## src/rtl/ps2_pkg.sv

```systemverilog
// ps2_pkg
// Shared definitions for the PS/2 keyboard receive path: the frame state
// encoding, the scan-code prefix bytes, the direction key codes and the
// default inter-edge timeout.
package ps2_pkg;

    // Frame receiver states: waiting for a start bit, shifting the eight data
    // bits, capturing the parity bit, and checking the stop bit.
    typedef enum logic [1:0] {
        IDLE,
        DATA,
        PARITY,
        STOP
    } frameState_t;

    // Prefix bytes: 0xE0 marks an extended code, 0xF0 marks a key release.
    localparam logic [7:0] PREFIX_EXT = 8'hE0;
    localparam logic [7:0] PREFIX_BRK = 8'hF0;

    // Extended (arrow key) codes.
    localparam logic [7:0] KEY_EXT_UP    = 8'h75;
    localparam logic [7:0] KEY_EXT_DOWN  = 8'h72;
    localparam logic [7:0] KEY_EXT_RIGHT = 8'h74;
    localparam logic [7:0] KEY_EXT_LEFT  = 8'h6B;

    // Non-extended (W/S/D/A letter key) codes.
    localparam logic [7:0] KEY_UP    = 8'h1D;
    localparam logic [7:0] KEY_DOWN  = 8'h1B;
    localparam logic [7:0] KEY_RIGHT = 8'h23;
    localparam logic [7:0] KEY_LEFT  = 8'h1C;

    // Clock cycles without a PS/2 falling edge before a partial frame is
    // dropped: 1 ms at 50 MHz.
    localparam int DEFAULT_TIMEOUT_CYCLES = 50000;

endpackage

```

## src/rtl/ps2_rx_frame.sv

```systemverilog
// ps2_rx_frame
// Synchronizes the raw PS/2 clock and data lines, detects keyboard clock
// falling edges, and assembles 11-bit frames (start, 8 data LSB first, odd
// parity, stop). A partial frame is abandoned if no edge arrives within
// TIMEOUT_CYCLES.
//
// Ports:
//   clk          system clock
//   rst          asynchronous active-high reset
//   ps2_clk_i    raw keyboard clock (asynchronous)
//   ps2_data_i   raw keyboard data (asynchronous)
//   byte_valid_o high in the cycle the stop bit of a good frame is sampled
//   byte_o       received data byte, valid alongside byte_valid_o
//   err_o        high in the cycle a parity/stop error or timeout is seen
module ps2_rx_frame
    import ps2_pkg::*;
#(
    parameter int TIMEOUT_CYCLES = DEFAULT_TIMEOUT_CYCLES
) (
    input  logic       clk,
    input  logic       rst,
    input  logic       ps2_clk_i,
    input  logic       ps2_data_i,
    output logic       byte_valid_o,
    output logic [7:0] byte_o,
    output logic       err_o
);

    localparam int TIMER_W = $clog2(TIMEOUT_CYCLES + 1);

    logic [1:0]         clkSync_q;
    logic [1:0]         dataSync_q;
    logic               clkPrev_q;
    frameState_t        state_q;
    logic [3:0]         bitCnt_q;
    logic [7:0]         shift_q;
    logic               parity_q;
    logic [TIMER_W-1:0] timer_q;

    logic fallEdge;
    logic dataBit;
    logic stopOk;
    logic timeoutHit;

    // Edge and bit decode. The frame verdict is produced combinationally in the
    // stop-bit sample cycle so that the wrapper can register the byte, the
    // valid pulse and the key levels together one cycle later.
    assign fallEdge     = clkPrev_q & ~clkSync_q[1];
    assign dataBit      = dataSync_q[1];
    assign stopOk       = dataBit & (^{parity_q, shift_q});
    assign timeoutHit   = (state_q != IDLE) && !fallEdge &&
                          (timer_q == TIMER_W'(TIMEOUT_CYCLES - 1));
    assign byte_valid_o = (state_q == STOP) && fallEdge && stopOk;
    assign err_o        = ((state_q == STOP) && fallEdge && !stopOk) || timeoutHit;
    assign byte_o       = shift_q;

    // Synchronizers, edge history, inactivity timer and the frame FSM. The
    // timer only runs while a frame is in progress and restarts on each edge.
    always_ff @(posedge clk or posedge rst) begin
        if (rst) begin
            clkSync_q  <= 2'b11;
            dataSync_q <= 2'b11;
            clkPrev_q  <= 1'b1;
            state_q    <= IDLE;
            bitCnt_q   <= 4'd0;
            shift_q    <= 8'h00;
            parity_q   <= 1'b0;
            timer_q    <= '0;
        end else begin
            clkSync_q  <= {clkSync_q[0], ps2_clk_i};
            dataSync_q <= {dataSync_q[0], ps2_data_i};
            clkPrev_q  <= clkSync_q[1];

            if (fallEdge || state_q == IDLE || timeoutHit) begin
                timer_q <= '0;
            end else begin
                timer_q <= timer_q + 1'b1;
            end

            if (timeoutHit) begin
                state_q  <= IDLE;
                bitCnt_q <= 4'd0;
            end else if (fallEdge) begin
                case (state_q)
                    IDLE: begin
                        // A high data bit on an idle edge is line noise, not
                        // a start bit.
                        if (!dataBit) begin
                            state_q  <= DATA;
                            bitCnt_q <= 4'd0;
                        end
                    end
                    DATA: begin
                        shift_q  <= {dataBit, shift_q[7:1]};
                        bitCnt_q <= bitCnt_q + 4'd1;
                        if (bitCnt_q == 4'd7) begin
                            state_q <= PARITY;
                        end
                    end
                    PARITY: begin
                        parity_q <= dataBit;
                        state_q  <= STOP;
                    end
                    STOP: begin
                        state_q  <= IDLE;
                        bitCnt_q <= 4'd0;
                    end
                    default: state_q <= IDLE;
                endcase
            end
        end
    end

endmodule

```

## src/rtl/ps2_key_decoder.sv

```systemverilog
// ps2_key_decoder
// Turns accepted PS/2 scan bytes into held levels for the four direction
// keys. Arrow keys (extended codes) and W/A/S/D drive the same levels.
//
// Ports:
//   clk           system clock
//   rst           asynchronous active-high reset
//   ps2_clk_i     raw keyboard clock
//   ps2_data_i    raw keyboard data
//   up_o, down_o, right_o, left_o   key-held levels
//   code_valid_o  one-cycle pulse per accepted byte
//   scan_code_o   last accepted byte
//   frame_err_o   one-cycle pulse on parity/stop error or timeout
module ps2_key_decoder #(
    parameter int TIMEOUT_CYCLES = ps2_pkg::DEFAULT_TIMEOUT_CYCLES
) (
    input  logic       clk,
    input  logic       rst,
    input  logic       ps2_clk_i,
    input  logic       ps2_data_i,
    output logic       up_o,
    output logic       down_o,
    output logic       right_o,
    output logic       left_o,
    output logic       code_valid_o,
    output logic [7:0] scan_code_o,
    output logic       frame_err_o
);

    import ps2_pkg::*;

    logic       rxValid;
    logic [7:0] rxByte;
    logic       rxErr;

    logic       ext_q, ext_d;
    logic       brk_q, brk_d;
    logic [3:0] levels_q, levels_d;
    logic       codeValid_q;
    logic [7:0] scanCode_q;
    logic       frameErr_q;

    ps2_rx_frame #(
        .TIMEOUT_CYCLES(TIMEOUT_CYCLES)
    ) u_rx (
        .clk         (clk),
        .rst         (rst),
        .ps2_clk_i   (ps2_clk_i),
        .ps2_data_i  (ps2_data_i),
        .byte_valid_o(rxValid),
        .byte_o      (rxByte),
        .err_o       (rxErr)
    );

    // Prefix tracking and key-level decode. levels_d is {up, down, right,
    // left}. Any key code or any receive error ends the prefix sequence, so a
    // dropped byte cannot turn the following byte into a release.
    always_comb begin
        ext_d    = ext_q;
        brk_d    = brk_q;
        levels_d = levels_q;
        if (rxValid) begin
            if (rxByte == PREFIX_EXT) begin
                ext_d = 1'b1;
            end else if (rxByte == PREFIX_BRK) begin
                brk_d = 1'b1;
            end else begin
                ext_d = 1'b0;
                brk_d = 1'b0;
                if (ext_q) begin
                    case (rxByte)
                        KEY_EXT_UP:    levels_d[3] = ~brk_q;
                        KEY_EXT_DOWN:  levels_d[2] = ~brk_q;
                        KEY_EXT_RIGHT: levels_d[1] = ~brk_q;
                        KEY_EXT_LEFT:  levels_d[0] = ~brk_q;
                        default:       levels_d    = levels_q;
                    endcase
                end else begin
                    case (rxByte)
                        KEY_UP:    levels_d[3] = ~brk_q;
                        KEY_DOWN:  levels_d[2] = ~brk_q;
                        KEY_RIGHT: levels_d[1] = ~brk_q;
                        KEY_LEFT:  levels_d[0] = ~brk_q;
                        default:   levels_d    = levels_q;
                    endcase
                end
            end
        end else if (rxErr) begin
            ext_d = 1'b0;
            brk_d = 1'b0;
        end
    end

    // Output registers: pulse, byte and levels all update in the same cycle.
    always_ff @(posedge clk or posedge rst) begin
        if (rst) begin
            ext_q       <= 1'b0;
            brk_q       <= 1'b0;
            levels_q    <= 4'b0000;
            codeValid_q <= 1'b0;
            scanCode_q  <= 8'h00;
            frameErr_q  <= 1'b0;
        end else begin
            ext_q       <= ext_d;
            brk_q       <= brk_d;
            levels_q    <= levels_d;
            codeValid_q <= rxValid;
            frameErr_q  <= rxErr;
            if (rxValid) begin
                scanCode_q <= rxByte;
            end
        end
    end

    assign up_o         = levels_q[3];
    assign down_o       = levels_q[2];
    assign right_o      = levels_q[1];
    assign left_o       = levels_q[0];
    assign code_valid_o = codeValid_q;
    assign scan_code_o  = scanCode_q;
    assign frame_err_o  = frameErr_q;

endmodule

```

## config.mk

```make
export PLATFORM = sky130hd
export DESIGN_NAME = ps2_key_decoder
export DESIGN_NICKNAME = d
export VERILOG_FILES = /design/src/rtl/ps2_pkg.sv /design/src/rtl/ps2_rx_frame.sv /design/src/rtl/ps2_key_decoder.sv
export SDC_FILE = /design/constraint.sdc
export NUM_CORES = 1
export LEC_CHECK = 0
export CAP_MARGIN = 25
export CELL_PAD_IN_SITES_DETAIL_PLACEMENT = 0
export CELL_PAD_IN_SITES_GLOBAL_PLACEMENT = 2
export CORE_ASPECT_RATIO = 0.9
export CORE_UTILIZATION = 39
export DETAILED_ROUTE_END_ITERATION = 10
export GPL_ROUTABILITY_DRIVEN = 0
export PLACE_DENSITY = 0.78
export SLEW_MARGIN = 20
export SYNTH_ARGS = -nofsm -noshare
export SYNTH_HDL_FRONTEND = slang
export SYNTH_SLANG_ARGS = --single-unit
```

## constraint.sdc

```tcl
create_clock -name clk -period 2.6 [get_ports clk]
set_input_delay 0.52 -clock clk [delete_from_list [all_inputs] [get_ports clk]]
set_output_delay 0.52 -clock clk [all_outputs]
set_load 0.02 [all_outputs]
```

### After elaboration in Yosys (flattened, before gate mapping)

Index checks and enable logic that the tools add are counted.

| word-level totals | value |
|---|---|
| bits in writable memories | 0 |
| register bits after elaboration | 52 |
| bits in latches | 0 |
| memories kept | 0 |
| memory bits (read-only) | 0 |

| operators by class | value |
|---|---|
| shift-type cells | 0 |
| $mul | 0 |
| div/mod/pow operators | 0 |
| add/subtract/negate cells | 2 |
| eq/ne operators | 23 |
| mux-type cells | 26 |
| reduce and logical (&&, ||, !) cells | 30 |
| magnitude comparators | 0 |
| bitwise gates (word level) | 7 |

Operator list:

| operator | count |
|---|---|
| 8-bit by 7-bit equality test with 1-bit output (second input constant) | 4 |
| 8-bit by 5-bit equality test with 1-bit output (second input constant) | 3 |
| 5-bit AND reduction | 4 |
| 16-bit by 1-bit adder with 16-bit output (second input constant) | 1 |
| 16-bit equality test (second input constant) | 1 |
| 8-bit equality test (second input constant) | 2 |
| 16-bit 2-to-1 mux | 1 |
| 4-bit 2-to-1 mux | 4 |
| 1-bit 2-to-1 mux | 15 |
| 2-bit nonzero test | 7 |
| 4-bit case mux with 3 select lines | 1 |
| 3-bit AND reduction | 4 |
| 9-bit parity | 1 |
| 8-bit by 6-bit equality test with 1-bit output (second input constant) | 1 |
| 2-bit 2-to-1 mux | 4 |
| 2-bit by 1-bit inequality test with 1-bit output (second input constant) | 4 |
| 2-bit case mux with 4 select lines | 1 |
| 3-bit inequality test (second input constant) | 2 |
| 1-bit logical AND | 5 |
| 1-bit NOT | 5 |
| 4-bit by 1-bit adder with 4-bit output (second input constant) | 1 |
| 2-bit equality test (second input constant) | 2 |
| 4-bit by 3-bit equality test with 1-bit output (second input constant) | 1 |
| 2-bit AND reduction | 2 |
| other kinds (8) | 12 |

### Depth between registers and ports, before layout

| depth | value |
|---|---|
| word-level depth | 8 |
| depth in mapped cells | 9 |
| depth with buffers taken out | 7 |

### Modules after synthesis

A second synthesis with hierarchy kept.

| second synthesis, totals | value |
|---|---|
| cells, all modules | 230 |
| area total of the unflattened synthesis | 2,529.9 um^2 |

Modules (own cells, without submodules):

| module | sequential area each (um^2) | cells an instance | times used | area each (um^2) |
|---|---|---|---|---|
| ps2_rx_frame | 907.1 | 160 | 1 | 1,776.7 |
| ps2_key_decoder | 400.4 | 70 | 1 | 753.2 |

### Least setup slack after synthesis

OpenSTA, ideal clock, no wires.

| timing | value |
|---|---|
| path kind | register to register |
| start | reg u_rx.shift_q[2] (netlist: u_rx.byte_o[2]) |
| end | reg scanCode_q[0] (netlist: scan_code_o[0]) |
| stages on the path, launching flop included | 9 |
| arrival | 2.151 ns |
| path slack | 0.325 ns |
| library setup time | 0.125 ns |
| buffers on the path | 2 |
| cells stage by stage | dfrtp_1 > inv_1 > ha_1 > xnor3_1 > xnor2_1 > and4_1 > buf_2 > buf_2 > mux2_2 |

| between the ends | value |
|---|---|
| longest elaborated chain between the ends | 3 |

RTL lines:

| element | RTL line | text |
|---|---|---|
| start, declared | ps2_rx_frame.sv:36 | `logic [7:0] shift_q;` |
| start signal, assigned | ps2_rx_frame.sv:94 | `shift_q <= {dataBit, shift_q[7:1]};` |
| 9-bit parity | ps2_rx_frame.sv:50 | `assign stopOk = dataBit & (^{parity_q, shift_q});` |
| 1-bit bitwise AND | ps2_rx_frame.sv:50 |  |
| 1-bit logical AND | ps2_rx_frame.sv:53 | `assign byte_valid_o = (state_q == STOP) && fallEdge && stopOk;` |
| net rxValid | ps2_key_decoder.sv:32 | `logic rxValid;` |
| end signal, assigned | ps2_key_decoder.sv:110 | `scanCode_q <= rxByte;` |
| end, declared | ps2_key_decoder.sv:40 | `logic [7:0] scanCode_q;` |

The timed path passes the listed nets, and every way through them passes these cells.
A chain may end at the register's enable or synchronous reset.

### Worst setup path in the final report

| timing | value |
|---|---|
| start | reg u_rx.shift_q[3] (netlist: u_rx.byte_o[3]) |
| end | reg scanCode_q[1] (netlist: scan_code_o[1]) |

| between the ends | value |
|---|---|
| longest elaborated chain between the ends | 3 |

RTL lines:

| element | RTL line |
|---|---|
| 9-bit parity | ps2_rx_frame.sv:50 |
| 1-bit bitwise AND | ps2_rx_frame.sv:50 |
| 1-bit logical AND | ps2_rx_frame.sv:53 |

No other way between the ends.

==> metrics.md <==
| Metric | Value |
|---|---|
| Met3 GRT Util | `3.72%` |
| Number of global-route vias before repair | `1,771` |
| CTS Buf Count | `5` |
| Core area | `6550 sq um` |
| CTS Sinks | `52` |
| # fillers | `649` |
| Number of routed nets with antenna violations | `0` |
| Synth Warn # | `0` |
| Post-route setup TNS | `0 ns` |
| CTS H-tree lvls | `2` |
| Clock Tree Buf Depth | `2` |
| Worst Path Max Fanout | `11` |
| GR peak layer | `met2` |
| Count of unique library cells instantiated by Yosys | `40` |
| Minimum clock period | `2.31 ns` |
| Max Freq | `432 MHz` |
| Most frequent cells in the layout | `dfrtp_1 (47), nand2_1 (24), nor2_1 (22)` |
| # hold bufs at CTS | `0` |
| Largest net degree at the start of global routing | `32` |
| Post-route insts no fill | `357` |
| Ant. Diodes | `0` |
| Row count | `28` |
| Final clock skew | `0.00958 ns` |
| Die ar. | `7070 sq um` |
| Fin nets | `291` |
| CTS tree | `built` |
| WL/cell | `13.2 um` |
| Switching power | `0.000773 W` |
| Outcome | `complete, but fails checks` |
| I/O pins | `18` |
| Drt drc | `1` |
| Post-CTS Setup Inserts | `0` |
| Switching share of power | `32.3%` |
| Register share of total power | `44.4%` |
| Mapped Cells | `243` |
| Die Width | `88.5 um` |
| Unrepaired setup endpoints after global routing | `no` |
| CTS root buf | `clkbuf_8` |
| 1st-iter DRT viols | `63` |
| Pre-antenna DRT Iters | `7` |
| HP Class | `flop to flop` |
| Crit path arrival time | `2.50 ns` |
| Logic pwr share | `30.8%` |
| Dpl cells | `349` |
| CP required | `2.79 ns` |
| Die H | `79.9 um` |
| Failing checks | `design-rule violations` |
| Commonest non-fill, non-tap cell in the layout | `dfrtp_1` |
| Slew Viols, Final | `0` |
| CP startpoint kind | `flop` |
| Cell Area, Synth | `2630 sq um` |
| Max IR drop VDD | `0.448 mV` |
| Synthesized flop and latch total | `52` |
| Reg clk slew, reported paths | `0.09 ns` |
| Final Hold Vio Count | `0` |
| Share of cells above drive strength 1 | `12.4%` |
| Worst slew pin tran | `0.686 ns` |
| Post-Syn Area per Cell | `10.8 sq um` |
| Post-CTS Resized | `0` |
| Clk_lat worst skew | `0.30 ns` |
| Critical path type | `flop to flop` |
| Clock power share | `24.8%` |
| Starting Density | `40.1%` |
| Sequential share of the synthesized area | `49.7%` |
| Met2 Track Usage GR | `24.8%` |
| Internal cell power | `0.00162 W` |
| Lkg Pwr | `1.38 nW` |
| GRT Util Overall | `15.6%` |
| Post-route clock period utilization | `89.0%` |
| Vias per cell | `4.83` |
| Final number of setup-violating endpoints | `0` |
| Max Cap Viol | `0` |
| Pwr dens | `782 nW/um^2` |
| Count of input and output buffers | `17` |
| Final wirelength | `4.71 mm` |
| Crit path capture type | `flop` |
| Final core utilization | `46.7%` |
| Met1 GRT Util | `21.3%` |
| Via count | `1,725` |
| Syn Nets | `268` |
| Synth-to-Final Area Change | `16.3%` |
| Grt ovf | `0` |
| Initial antenna violation count | `0` |
| Global-route wire length before repair | `8.40 mm` |
| Dpl hpwl | `3.48 mm` |
| Slew margin rel. | `53.8%` |
per-stage QoR:
stage | area [sq um] | hold WS [ns] | total power [W] | worst slack, ns
CTS | 3060 | 0.359 | 0.00245 | 0.259
finish | 3060 | 0.358 | 0.00239 | 0.286
detailed placement | 2930 | 0.347 | 0.00183 | 0.275
global route | 3060 | 0.370 | 0.00259 | 0.149
floorplan | 2630 | 0.345 | 0.00161 | 0.325
global placement | 2930 | 0.346 | 0.00182 | 0.330
cell usage after synthesis, drive strengths merged:
library cell / count / share of area, %
inv: 19 / 2.7
dfstp: 5 / 5.0
xnor2: 9 / 3.0
mux2: 11 / 4.7
o31a: 1 / 0.33
a32o: 3 / 1.1
dfrtp: 47 / 45
nor3: 1 / 0.19
and4: 1 / 0.33
o31ai: 2 / 0.57
and2: 3 / 0.71
nor2b: 1 / 0.24
or3: 3 / 0.90
a21o: 2 / 0.57
a31o: 2 / 0.67
o2bb2ai: 3 / 1.0
and3: 5 / 1.2
clkbuf: 2 / 0.29
o211ai: 1 / 0.29
o2111ai: 1 / 0.33
xnor3: 1 / 0.86
a31oi: 1 / 0.24
nand4bb: 2 / 1.0
o21ai: 13 / 2.5
a22o: 1 / 0.33
and4b: 1 / 0.38
buf: 3 / 0.57
nor4: 3 / 0.71
xor2: 7 / 2.3
or4: 2 / 0.71
nand3: 11 / 2.1
nand4: 5 / 1.2
nand2: 24 / 3.4
ha: 21 / 10
mux2i: 4 / 1.5
nor2: 22 / 3.1
metal layers:
metal	share of wire (%)	vias up	wire, um
met5	0	-	0
met4	0.57	0	27
met3	2.5	2	119
met2	49	19	2310
met1	48	825	2250
li1	-	879	-
final cells by class:
class,count,area (sq um),area share (%)
clock buffers,7,96.3,3.15
well taps,90,113,3.68
inverters,19,71.3,2.33
multi-input cells,167,1230,40.1
repair buffers,21,213,6.96
flip-flops and latches,52,1310,42.8
clock inverters,1,30.0,0.982
final timing paths:
path | endpoint | startpoint | slack (ns) | cells past startpoint
setup / recovery | scan_code_o[1]$_DFFE_PP0P_ | u_rx.byte_o[3]$_DFFE_PP0P_ | 0.29 | 7
hold / removal | u_rx.dataSync_q[1]$_DFF_PP1_ | u_rx.dataSync_q[0]$_DFF_PP1_ | 0.36 | 0
setup reg to reg | scan_code_o[1]$_DFFE_PP0P_ | u_rx.byte_o[3]$_DFFE_PP0P_ | 0.29 | 7
hold reg to reg | u_rx.dataSync_q[1]$_DFF_PP1_ | u_rx.dataSync_q[0]$_DFF_PP1_ | 0.36 | 0
max in group asynchronous | u_rx.clkPrev_q$_DFF_PP1_ | rst | 1.40 | 3
min in group asynchronous | u_rx.byte_o[0]$_DFFE_PP0P_ | rst | 0.57 | 2
worst max-delay path, cell delays in order, from the launching register on:
cell and delay, ns:
dfrtp_1 0.42, inv_1 0.10, ha_1 0.28, xnor3_1 0.39
xnor2_1 0.18, and4_1 0.30, buf_4 0.20, mux2_2 0.34
flip-flops by register name (all words and copies together), names as in the netlist:
| signal | cells |
|---|---|
| scan_code_o | 8 |
| u_rx.clkSync_q | 2 |
| brk_q | 1 |
| u_rx.timer_q | 16 |
| u_rx.state_q | 2 |
| frame_err_o | 1 |
| code_valid_o | 1 |
| u_rx.dataSync_q | 2 |
| u_rx.clkPrev_q | 1 |
| u_rx.byte_o | 8 |
| ext_q | 1 |
| levels_q | 4 |
| u_rx.bitCnt_q | 4 |
| u_rx.parity_q | 1 |
kinds of logic (layout without fill, tap and decap cells):
kind of cell	count (synthesis)	in the layout	share of synthesized area, %
simple gates	84	84	16.3
compound gates	30	30	7.95
buf+inv	24	48	3.57
flops	52	52	49.7
fa+ha+maj	21	21	10.0
mux	15	15	6.24
xor+xnor	17	17	6.19
power by group through the flow:
stage,clock network (W),logic [W],registers (W)
2_1_floorplan,0,0.000525,0.00108
3_3_place_gp,0,0.000747,0.00108
3_5_place_dp,0,0.000749,0.00108
4_1_cts,0.000626,0.000754,0.00107
5_1_grt,0.000659,0.000843,0.00109
6_report,0.000593,0.000736,0.00106
No activity file was read; power rests on OpenSTA's default activity.
